### src/rtl/nrbd_nrsc_param.sv
// Non-restoring divide / square-root mantissa core for the div_sqrt FPU path.
// Produces up to MANT_W+2 root/quotient bits, ITER_PER_CYCLE radix-2 steps per clock.
module nrbd_nrsc_param #(
    parameter int MANT_W         = 23,
    parameter int EXP_W          = 8,
    parameter int BIAS           = 127,
    parameter int ITER_PER_CYCLE = 4,
    parameter int PREC_CTL_EN    = 1,
    parameter int PC_W           = 5
) (
    input  logic              Clk_CI,
    input  logic              Rst_RBI,
    input  logic              Div_start_SI,
    input  logic              Sqrt_start_SI,
    input  logic              Kill_SI,
    input  logic [PC_W-1:0]   Precision_ctl_SI,
    input  logic [MANT_W:0]   Mant_a_DI,
    input  logic [MANT_W:0]   Mant_b_DI,
    input  logic [EXP_W:0]    Exp_a_DI,
    input  logic [EXP_W:0]    Exp_b_DI,
    input  logic              Out_ready_SI,
    output logic              Ready_SO,
    output logic              Busy_div_SO,
    output logic              Busy_sqrt_SO,
    output logic              Out_valid_SO,
    output logic [MANT_W+1:0] Mant_z_DO,
    output logic              Sticky_SO,
    output logic [EXP_W+1:0]  Exp_z_DO
);

    localparam int QW = MANT_W + 2;
    localparam int RW = MANT_W + 7;
    localparam int EW = EXP_W + 2;
    localparam int CW = $clog2(QW + ITER_PER_CYCLE + 1);
    localparam logic [CW-1:0] N_FULL   = CW'(QW);
    localparam logic [CW-1:0] N_STEP   = CW'(ITER_PER_CYCLE);
    localparam logic          BIAS_ODD = (BIAS % 2) != 0;

    typedef enum logic [1:0] {S_IDLE, S_LOAD, S_ITER, S_DONE} state_t;

    state_t            state_q, state_d;
    logic              op_div_q, op_div_d;
    logic [MANT_W:0]   a_q, a_d, b_q, b_d;
    logic [EXP_W:0]    ea_q, ea_d, eb_q, eb_d;
    logic [CW-1:0]     n_q, n_d, cnt_q, cnt_d;
    logic [RW-1:0]     rem_q, rem_d;
    logic [QW-1:0]     quo_q, quo_d;
    logic [EW-1:0]     exp_w_q, exp_w_d;
    logic              ready_q, ready_d, busy_div_q, busy_div_d, busy_sqrt_q, busy_sqrt_d;
    logic              out_valid_q, out_valid_d, sticky_q, sticky_d;
    logic [QW-1:0]     mant_z_q, mant_z_d;
    logic [EW-1:0]     exp_z_q, exp_z_d;

    // Requested digit count, clamped to [2, QW]; zero selects full precision.
    int unsigned   pc_i;
    logic [CW-1:0] n_req;
    always_comb begin
        pc_i = int'(Precision_ctl_SI);
        if (PREC_CTL_EN == 0 || pc_i == 0)
            n_req = N_FULL;
        else if (pc_i < 2)
            n_req = CW'(2);
        else if (pc_i > QW)
            n_req = N_FULL;
        else
            n_req = CW'(pc_i);
    end

    // Divisor in remainder units (2^-(MANT_W+1)).
    logic [RW-1:0] d_ext;
    assign d_ext = {{(RW-MANT_W-2){1'b0}}, b_q, 1'b0};

    // Radicand of an odd unbiased exponent is doubled so the exponent halves exactly.
    logic          sqrt_odd;
    logic [EW-1:0] ea_ext, e_adj, e_unb, exp_div, exp_sqrt;
    assign sqrt_odd = ea_q[0] ^ BIAS_ODD;
    assign ea_ext   = EW'(ea_q);
    assign e_adj    = sqrt_odd ? ea_ext - EW'(1) : ea_ext;
    assign e_unb    = e_adj - EW'(BIAS);
    assign exp_sqrt = EW'($signed(e_unb) >>> 1) + EW'(BIAS);
    assign exp_div  = ea_ext - EW'(eb_q) + EW'(BIAS);

    genvar gi;
    generate
        for (gi = 0; gi < ITER_PER_CYCLE; gi++) begin : g_stage
            logic [RW-1:0] r_in, r_out, r2, r_new, q2, one_k, term_sub, term_add;
            logic [QW-1:0] q_in, q_out;
            logic [CW-1:0] k;
            logic          active;
            if (gi == 0) begin : g_first
                assign r_in = rem_q;
                assign q_in = quo_q;
            end else begin : g_next
                assign r_in = g_stage[gi-1].r_out;
                assign q_in = g_stage[gi-1].q_out;
            end
            assign k      = cnt_q + CW'(gi);
            assign active = k < n_q;
            assign one_k  = {{(RW-1){1'b0}}, 1'b1} << (N_FULL - CW'(1) - k);
            assign q2     = {{(RW-QW-1){1'b0}}, q_in, 1'b0};
            // Negative remainder adds back; for sqrt the add-back also carries the retracted trial bit.
            assign term_sub = op_div_q ? d_ext : q2 + one_k;
            assign term_add = op_div_q ? d_ext : q2 + one_k + (one_k << 1);
            assign r2       = r_in << 1;
            assign r_new    = r_in[RW-1] ? r2 + term_add : r2 - term_sub;
            assign r_out    = active ? r_new : r_in;
            assign q_out    = (active && !r_new[RW-1]) ? (q_in | one_k[QW-1:0]) : q_in;
        end
    endgenerate

    logic [RW-1:0] r_fin, corr, one_last, rem_true;
    logic [QW-1:0] q_fin;
    logic          sticky_calc;
    assign r_fin       = g_stage[ITER_PER_CYCLE-1].r_out;
    assign q_fin       = g_stage[ITER_PER_CYCLE-1].q_out;
    assign one_last    = {{(RW-1){1'b0}}, 1'b1} << (N_FULL - n_q);
    assign corr        = op_div_q ? d_ext : {{(RW-QW-1){1'b0}}, q_fin, 1'b0} + one_last;
    assign rem_true    = r_fin[RW-1] ? r_fin + corr : r_fin;
    assign sticky_calc = |rem_true;

    always_comb begin
        state_d   = state_q;
        op_div_d  = op_div_q;
        a_d       = a_q;
        b_d       = b_q;
        ea_d      = ea_q;
        eb_d      = eb_q;
        n_d       = n_q;
        cnt_d     = cnt_q;
        rem_d     = rem_q;
        quo_d     = quo_q;
        exp_w_d   = exp_w_q;
        mant_z_d  = mant_z_q;
        sticky_d  = sticky_q;
        exp_z_d   = exp_z_q;
        if (Kill_SI && state_q != S_IDLE) begin
            state_d = S_IDLE;
        end else begin
            case (state_q)
                S_IDLE: begin
                    if (Div_start_SI || Sqrt_start_SI) begin
                        state_d  = S_LOAD;
                        op_div_d = Div_start_SI;
                        a_d      = Mant_a_DI;
                        b_d      = Mant_b_DI;
                        ea_d     = Exp_a_DI;
                        eb_d     = Exp_b_DI;
                        n_d      = n_req;
                    end
                end
                S_LOAD: begin
                    // Remainder starts at half the dividend/radicand so every step is a uniform shift.
                    if (!op_div_q && sqrt_odd)
                        rem_d = {{(RW-MANT_W-2){1'b0}}, a_q, 1'b0};
                    else
                        rem_d = {{(RW-MANT_W-1){1'b0}}, a_q};
                    quo_d   = '0;
                    cnt_d   = '0;
                    exp_w_d = op_div_q ? exp_div : exp_sqrt;
                    state_d = S_ITER;
                end
                S_ITER: begin
                    rem_d = r_fin;
                    quo_d = q_fin;
                    cnt_d = cnt_q + N_STEP;
                    if (cnt_q + N_STEP >= n_q) begin
                        state_d  = S_DONE;
                        mant_z_d = q_fin;
                        sticky_d = sticky_calc;
                        exp_z_d  = exp_w_q;
                    end
                end
                S_DONE: begin
                    if (Out_ready_SI)
                        state_d = S_IDLE;
                end
                default: state_d = S_IDLE;
            endcase
        end
        ready_d     = state_d == S_IDLE;
        out_valid_d = state_d == S_DONE;
        busy_div_d  = (state_d != S_IDLE) && op_div_d;
        busy_sqrt_d = (state_d != S_IDLE) && !op_div_d;
    end

    always_ff @(posedge Clk_CI or negedge Rst_RBI) begin
        if (!Rst_RBI) begin
            state_q     <= S_IDLE;
            op_div_q    <= 1'b0;
            a_q         <= '0;
            b_q         <= '0;
            ea_q        <= '0;
            eb_q        <= '0;
            n_q         <= '0;
            cnt_q       <= '0;
            rem_q       <= '0;
            quo_q       <= '0;
            exp_w_q     <= '0;
            ready_q     <= 1'b1;
            busy_div_q  <= 1'b0;
            busy_sqrt_q <= 1'b0;
            out_valid_q <= 1'b0;
            mant_z_q    <= '0;
            sticky_q    <= 1'b0;
            exp_z_q     <= '0;
        end else begin
            state_q     <= state_d;
            op_div_q    <= op_div_d;
            a_q         <= a_d;
            b_q         <= b_d;
            ea_q        <= ea_d;
            eb_q        <= eb_d;
            n_q         <= n_d;
            cnt_q       <= cnt_d;
            rem_q       <= rem_d;
            quo_q       <= quo_d;
            exp_w_q     <= exp_w_d;
            ready_q     <= ready_d;
            busy_div_q  <= busy_div_d;
            busy_sqrt_q <= busy_sqrt_d;
            out_valid_q <= out_valid_d;
            mant_z_q    <= mant_z_d;
            sticky_q    <= sticky_d;
            exp_z_q     <= exp_z_d;
        end
    end

    assign Ready_SO     = ready_q;
    assign Busy_div_SO  = busy_div_q;
    assign Busy_sqrt_SO = busy_sqrt_q;
    assign Out_valid_SO = out_valid_q;
    assign Mant_z_DO    = mant_z_q;
    assign Sticky_SO    = sticky_q;
    assign Exp_z_DO     = exp_z_q;

endmodule
### config.mk
export PLATFORM = sky130hd
export DESIGN_NAME = nrbd_nrsc_param
export DESIGN_NICKNAME = d
export VERILOG_FILES = /design/src/rtl/nrbd_nrsc_param.sv
export SDC_FILE = /design/constraint.sdc
export NUM_CORES = 2
export LEC_CHECK = 0
export BUFFER_PORTS_ARGS = -buffer_cell sky130_fd_sc_hd__buf_4
export CAP_MARGIN = 20
export CORE_AREA = 2 2 329 396
export CTS_BUF_LIST = sky130_fd_sc_hd__clkbuf_8
export DETAILED_ROUTE_END_ITERATION = 12
export DIE_AREA = 0 0 331 398
export PLACE_DENSITY = 0.42
export SLEW_MARGIN = 25
export SYNTH_ARGS = -nofsm -noshare
export SYNTH_HDL_FRONTEND = slang
export SYNTH_SLANG_ARGS = --single-unit
### constraint.sdc
create_clock -name Clk_CI -period 33.9 [get_ports Clk_CI]
set_input_delay 3.39 -clock Clk_CI [delete_from_list [all_inputs] [get_ports Clk_CI]]
set_output_delay 3.39 -clock Clk_CI [all_outputs]
set_load 0.01 [all_outputs]
# Yosys cells after proc, flatten, opt, wreduce, memory -nomap -nowiden
# Index checks and enable logic that the tools add are counted.
dict set report op_classes {
  addsub 32
  magnitude_cmp 7
  eq_ne 4
  shifts 5
  muxes 39
  n_bitwise 6
  n_reduce_logical 26
}
# op n
set op_table {}
lappend op_table {{two-way mux 30 bit} 18}
lappend op_table {{adder 30 bit} 9}
lappend op_table {{adder 26 x 30 -> 30 bit} 5}
lappend op_table {{<< shifter 1 x 5 -> 30 bit, first input constant} 5}
lappend op_table {{two-way mux 25 bit} 5}
lappend op_table {{subtractor 30 bit} 4}
lappend op_table {{bitwise OR 25 bit} 4}
lappend op_table {{case mux 30 bit (2 select lines)} 1}
lappend op_table {{case mux 25 bit (2 select lines)} 1}
lappend op_table {{OR reduction 30 bit} 1}
lappend op_table {{subtractor 5 bit, first input constant} 5}
lappend op_table {{less-than comparator 5 bit} 4}
lappend op_table {{two-way mux 10 bit} 2}
lappend op_table {{two-way mux 5 bit} 3}
lappend op_table {{adder 10 x 7 -> 10 bit, second input constant} 1}
lappend op_table {{adder 5 x 2 -> 5 bit, second input constant} 2}
lappend op_table {{adder 9 x 8 -> 10 bit, second input constant} 1}
lappend op_table {{case mux 5 bit (2 select lines)} 1}
lappend op_table {{subtractor 10 x 7 -> 10 bit, second input constant} 1}
lappend op_table {{subtractor 9 x 1 -> 10 bit, second input constant} 1}
lappend op_table {{subtractor 9 x 9 -> 10 bit} 1}
lappend op_table {{logical AND 1 bit} 8}
lappend op_table {{two-way mux 2 bit} 4}
lappend op_table {{case mux 2 bit (4 select lines)} 1}
lappend op_table {{16 further kinds} 31}
dict set report word_totals {
  register_bits 184
  input_bits 77
  output_inout_bits 40
  word_cells 137
}

# Longest topological paths before layout
dict set report logic_depth {
  depth_word 39
  depth_mapped 187
  ltp_nobuf 182
}

# Worst setup path after synthesis
# OpenSTA, ideal clock, no wires.
dict set report synth_path {
  path_kind {reg-to-reg}
  start {register cnt_q[3]}
  end {register sticky_q, in the netlist Sticky_SO}
  arrival_time_ns 30.867
  t_required_ns 33.764
  slack_ns 2.897
  stages_incl_launch_ff 179
  synth_period_minus_slack_ns 31.003
  path_cell_list {dfrtp_1 > ha_1 > xnor2_4 > inv_1 > and2_0 > clkbuf_1 > ha_1 > a31oi_1 > nor2b_1 > o21a_1 > a31oi_1 > nor2b_1 > o21a_1 > a31oi_1 > xnor2_1 > ha_1 > a31o_2 > a21oi_1 > [... 143 more ...] > xor2_1 > nor2_1 > ha_1 > a21oi_1 > o21ai_0 > a2111oi_0 > o31ai_1 > nor4_1 > o221a_2 > o221a_2 > o221a_2 > o221ai_1 > nor4_1 > o2111ai_1 > a2111oi_0 > o211ai_1 > nor4_1 > o31ai_1}
}
dict set report synth_between {
  elab_chain_cells 39
  word_cells_on_any_way 71
  classes_between {26 x add/sub; 5 x order compare; 4 x shift; 22 x mux; 4 x bitwise; 10 x reduce/logical}
}
# item line
set synth_rtl {}
lappend synth_rtl {{from (decl)} 45} ;# logic [CW-1:0] n_q, n_d, cnt_q, cnt_d;
lappend synth_rtl {{from (signal assigned)} 214} ;# cnt_q <= cnt_d;
lappend synth_rtl {{subtractor 5 bit} 99} ;# assign one_k = {{(RW-1){1'b0}}, 1'b1} << (N_FULL - CW'(1) - k);
lappend synth_rtl {{<< shifter 1 x 5 -> 30 bit} 99}
lappend synth_rtl {{adder 26 x 30 -> 30 bit} {102, 103}}
lappend synth_rtl {{adder 30 bit} 103} ;# assign term_add = op_div_q ? d_ext : q2 + one_k + (one_k << 1);
lappend synth_rtl {{two-way mux 30 bit} 103}
lappend synth_rtl {{adder 30 bit} 105} ;# assign r_new = r_in[RW-1] ? r2 + term_add : r2 - term_sub;
lappend synth_rtl {{two-way mux 30 bit} 105}
lappend synth_rtl {{zero test 1 bit} 107} ;# assign q_out = (active && !r_new[RW-1]) ? (q_in | one_k[QW-1:0]) : q_in;
lappend synth_rtl {{[... 24 more ...]} --}
lappend synth_rtl {{logical AND 1 bit} 107}
lappend synth_rtl {{two-way mux 25 bit (*)} 107}
lappend synth_rtl {{net g_stage[3].q_out[3]} 87} ;# logic [QW-1:0] q_in, q_out;
lappend synth_rtl {{adder 26 x 30 -> 30 bit (*)} 117} ;# assign corr = op_div_q ? d_ext : {{(RW-QW-1){1'b0}}, q_fin, 1'b0} + one_last;
lappend synth_rtl {{two-way mux 30 bit (*)} 117}
lappend synth_rtl {{adder 30 bit (*)} 118} ;# assign rem_true = r_fin[RW-1] ? r_fin + corr : r_fin;
lappend synth_rtl {{two-way mux 30 bit (*)} 118}
lappend synth_rtl {{OR reduction 30 bit (*)} 119} ;# assign sticky_calc = |rem_true;
lappend synth_rtl {{to (signal assigned)} 223} ;# sticky_q <= sticky_d;
lappend synth_rtl {{to (decl)} 50} ;# logic out_valid_q, out_valid_d, sticky_q, sticky_d;
# The timed path passes the listed nets; every way through them passes the cells marked *.
# A chain may end at the register's enable or synchronous reset.

# Worst setup path after layout
dict set report layout_path {
  start {register cnt_q[2]}
  end {register sticky_q, in the netlist Sticky_SO}
}
# Same word-level chain as after synthesis.

==> run_results.csv <==
group,metric,value,unit
run_status,status,"complete, no violations",
route,viasPerCell,5.25,
final_layout,drive_gt1_share,11.8,%
synthesis,yosysUniqueCellTypes,120,
sta,fin_crit_sh,94.5,%
flow_run,maxCapViolations,0,
synthesis,syn_area,33000,sq um
sta,setup_tns,0,ns
sta,worst_hold_slack,0.493,ns
floorplan,coreArea,128000,sq um
synthesis,synth-xor-area-share,10.9,%
final_layout,final_util,29.7,%
global_route,antenna_found_initial,8,
cts,root_buffer,"clkbuf_8",
critical_path,critPathMostFrequentCell,"a21oi_2",
floorplan,dieWidth,331,um
final_layout,multi_input_area,27400,sq um
synthesis,synth_top_family_by_area,"compound AO/OA/AOI/OAI gates",
final_layout,register_area,4560,sq um
synthesis,synthAdderAreaFrac,17.4,%
critical_path,critPathTopFamily,"compound AO/OA/AOI/OAI gates",
place,portBuffers,116,
critical_path,required,34.38,ns
synthesis,synth_common_cells,"nand2_1, a21oi_1, ha_1, o21ai_0, nor2_1",
cts,cts_buffers,17,
critical_path,path_buf_inv,17,
critical_path,path_depth,173,
route,wl_per_cell,23.2,um
floorplan,start_util,25.8,%
critical_path,rr_worst_depth,173,
synthesis,seq_area_frac_synth,13.8,%
route,drt_first_pass_iters,6,
cts,insertion_delay,0.60,ns
synthesis,synth_area_leaders,"ha_1, dfrtp_1, xnor2_1, a21oi_1, o21ai_0",
worst_hold_path,hp-class,"register to register",
sta,slew-limit-headroom,24.1,%
floorplan,die_y,398,um
synthesis,synth_simple_gate_area_share,20.2,%
synthesis,yosysMostFrequentCell,"nand2_1",
sta,drv_slew,0,
floorplan,dieArea,132000,sq um
critical_path,critical_path_arrival,32.51,ns
route,drt_wl_total,151000,um
sta,worstMarginPinSlew,1.11,ns
place,gp_congestion,0.926,
global_route,overflow,0,
cts,clk_pin_slew,0.14,ns
synthesis,ys_warn_count,0,
final_layout,fin_nets,5329,
sta,skew,0.0251,ns
critical_path,critPathSlowestCell,"or4b_2",
cts,clock_path_buffers,2,
critical_path,crit_start,"cnt_q[2]$_DFFE_PN0P_",
critical_path,crit_type,"register to register",
place,dpl.hpwl,125000,um
final_layout,area_growth,15.0,%
worst_hold_path,hold_path_depth,2,
floorplan,io_pins,117,
synthesis,synthMuxAreaShare,1.93,%
synthesis,synth_compound_area_share,30.3,%
critical_path,critical_path.max_fanout,15,
synthesis,yosysTopAreaCellShare,16.5,%
critical_path,max_stage_delay,0.63,ns
critical_path,start_kind,"register",
route,postRouteAntennaNets,0,
global_route,grt_use_total,22.4,%
global_route,grt_pass1_wl,219000,um
synthesis,synth-seq-cells,182,
synthesis,synthCells,4596,
synthesis,async_flop_share,100,%
route,drt_iter0_markers,2178,
cts,postCtsHoldBufs,0,
global_route,grt_pass1_vias,33900,
sta,period_needed,32.03,ns
global_route,grt_max_degree,92,
final_layout,final.fill_count,14200,
synthesis,synth.avg_cell_area,7.19,sq um
synthesis,synth_top_cell_by_area,"ha_1",
floorplan,rows,144,
cts,cts_tree,"built",
worst_hold_path,min_from,"Mant_z_DO[0]$_DFFE_PN0P_",
sta,finalHoldViolations,0,
sta,timing.fmax,31.2,MHz
cts,htree_levels,4,
synthesis,synth_flop_cell,"dfrtp_1",
sta,setup_violations,0,
route,vias,34100,
route,drc_errors,0,
critical_path,reg2reg_from,"cnt_q[2]$_DFFE_PN0P_",
synthesis,synth_edf_count,0,
cts,cts_sinks,182,
critical_path,cp-end-kind,"register",
-- per-layer routing --
metal / up-vias / wire length [um] / global-route usage [%] / part of all wire [%]
met2: 795 / 73800 / 40.0 / 49
li1: 16800 / - / - / -
met5: - / 11 / 0 / 0.0073
met3: 175 / 5010 / 1.55 / 3.3
met1: 16400 / 65700 / 28.0 / 44
met4: 2 / 6000 / 8.44 / 4.0
-- repair_timing --
item,CTS,global route
endpoints found under the setup margin,0,1
gates resized for setup,0,113
buffers inserted,0,19
-- layout by cell type (no fill, tap or decap), drive strengths merged, types with 16 or more instances in the layout --
cell and instances:
mux2i 43, o21bai 90, nor2b 44, a21oi 468, a21boi 74, a31oi 44, and2 57, xor2 106
o31ai 23, clkbuf 17, nor4 22, mux2 18, nand2 566, nand4 22, o21ai 448, nor3 86
buf 328, o211ai 39, and3 41, or2 19, nand2b 74, xnor2 303, a21o 109, ha 435
conb 51, nor2 365, o21a 83, dfrtp 181, or3 30, a41oi 16, a211oi 46, nand3 64
inv 277
-- path summary, 6_finish.rpt --
check / end / slack [ns]
worst min register to register: Mant_z_DO[0]$_DFFE_PN0P_ / 0.49
worst min-delay path: Mant_z_DO[0]$_DFFE_PN0P_ / 0.49
min in group asynchronous: Exp_z_DO[1]$_DFFE_PN0P_ / 2.78
worst max register to register: Sticky_SO$_DFFE_PN0P_ / 1.87
worst max-delay path: Sticky_SO$_DFFE_PN0P_ / 1.87
max in group asynchronous: g_stage[0].r_in[29]$_DFFE_PN0P_ / 29.73
-- through the flow --
step / instance area (sq um) / setup WS [ns] / instances
after floorplan: 33200 / 2.90 / 4645
after global placement: 37000 / 0.671 / 6442
after detailed placement: 37000 / 0.410 / 6442
after CTS: 37400 / 0.294 / 6474
after global routing: 38000 / -0.0585 / 6495
final: 38000 / 1.87 / 6496
-- logic make-up (layout without fill, tap and decap cells) --
group / Yosys count / after routing
AND/OR/NAND/NOR: 1440 / 1440
adder cells (fa/ha/maj): 450 / 450
XOR/XNOR: 409 / 409
multiplexers: 61 / 61
AO/OA/AOI/OAI: 1591 / 1591
other: 2 / 53
buffers and inverters: 461 / 631
flip-flops: 182 / 182
-- registers in the layout, indices dropped and copies added, names as in the netlist, 3 cells and up --
register      count
Exp_z_DO         10
Mant_z_DO        25
a_q              24
b_q              24
cnt_q             3
ea_q              9
eb_q              9
exp_w_q          10
g_stage.q_in     25
g_stage.r_in     30
n_q               5
-- layout make-up --
class / instances / share of cell area (%)
multi-input combinational: 4002 / 72.1
sequential: 182 / 12.0
tap: 1679 / 5.53
inverter: 271 / 2.70
antenna: 2 / 0.0132
timing repair buffer: 328 / 6.62
clock buffer: 17 / 0.616
clock inverter: 15 / 0.376
-- worst reg2reg max path: cells and delay by family (launching register included) --
kind	cells	cell delay (ns)
xor gates and xnor gates	11	1.67
AOI/OAI and AO/OA	94	16.71
DFF	1	0.40
and+or+nand+nor	39	6.94
buffers and inverters	17	2.50
muxes	1	0.11
adders and majority gates	11	3.54
Power is left out: the tool's default activity adds up to more than one toggle a clock period on the data nets, which glitch-free logic cannot reach.
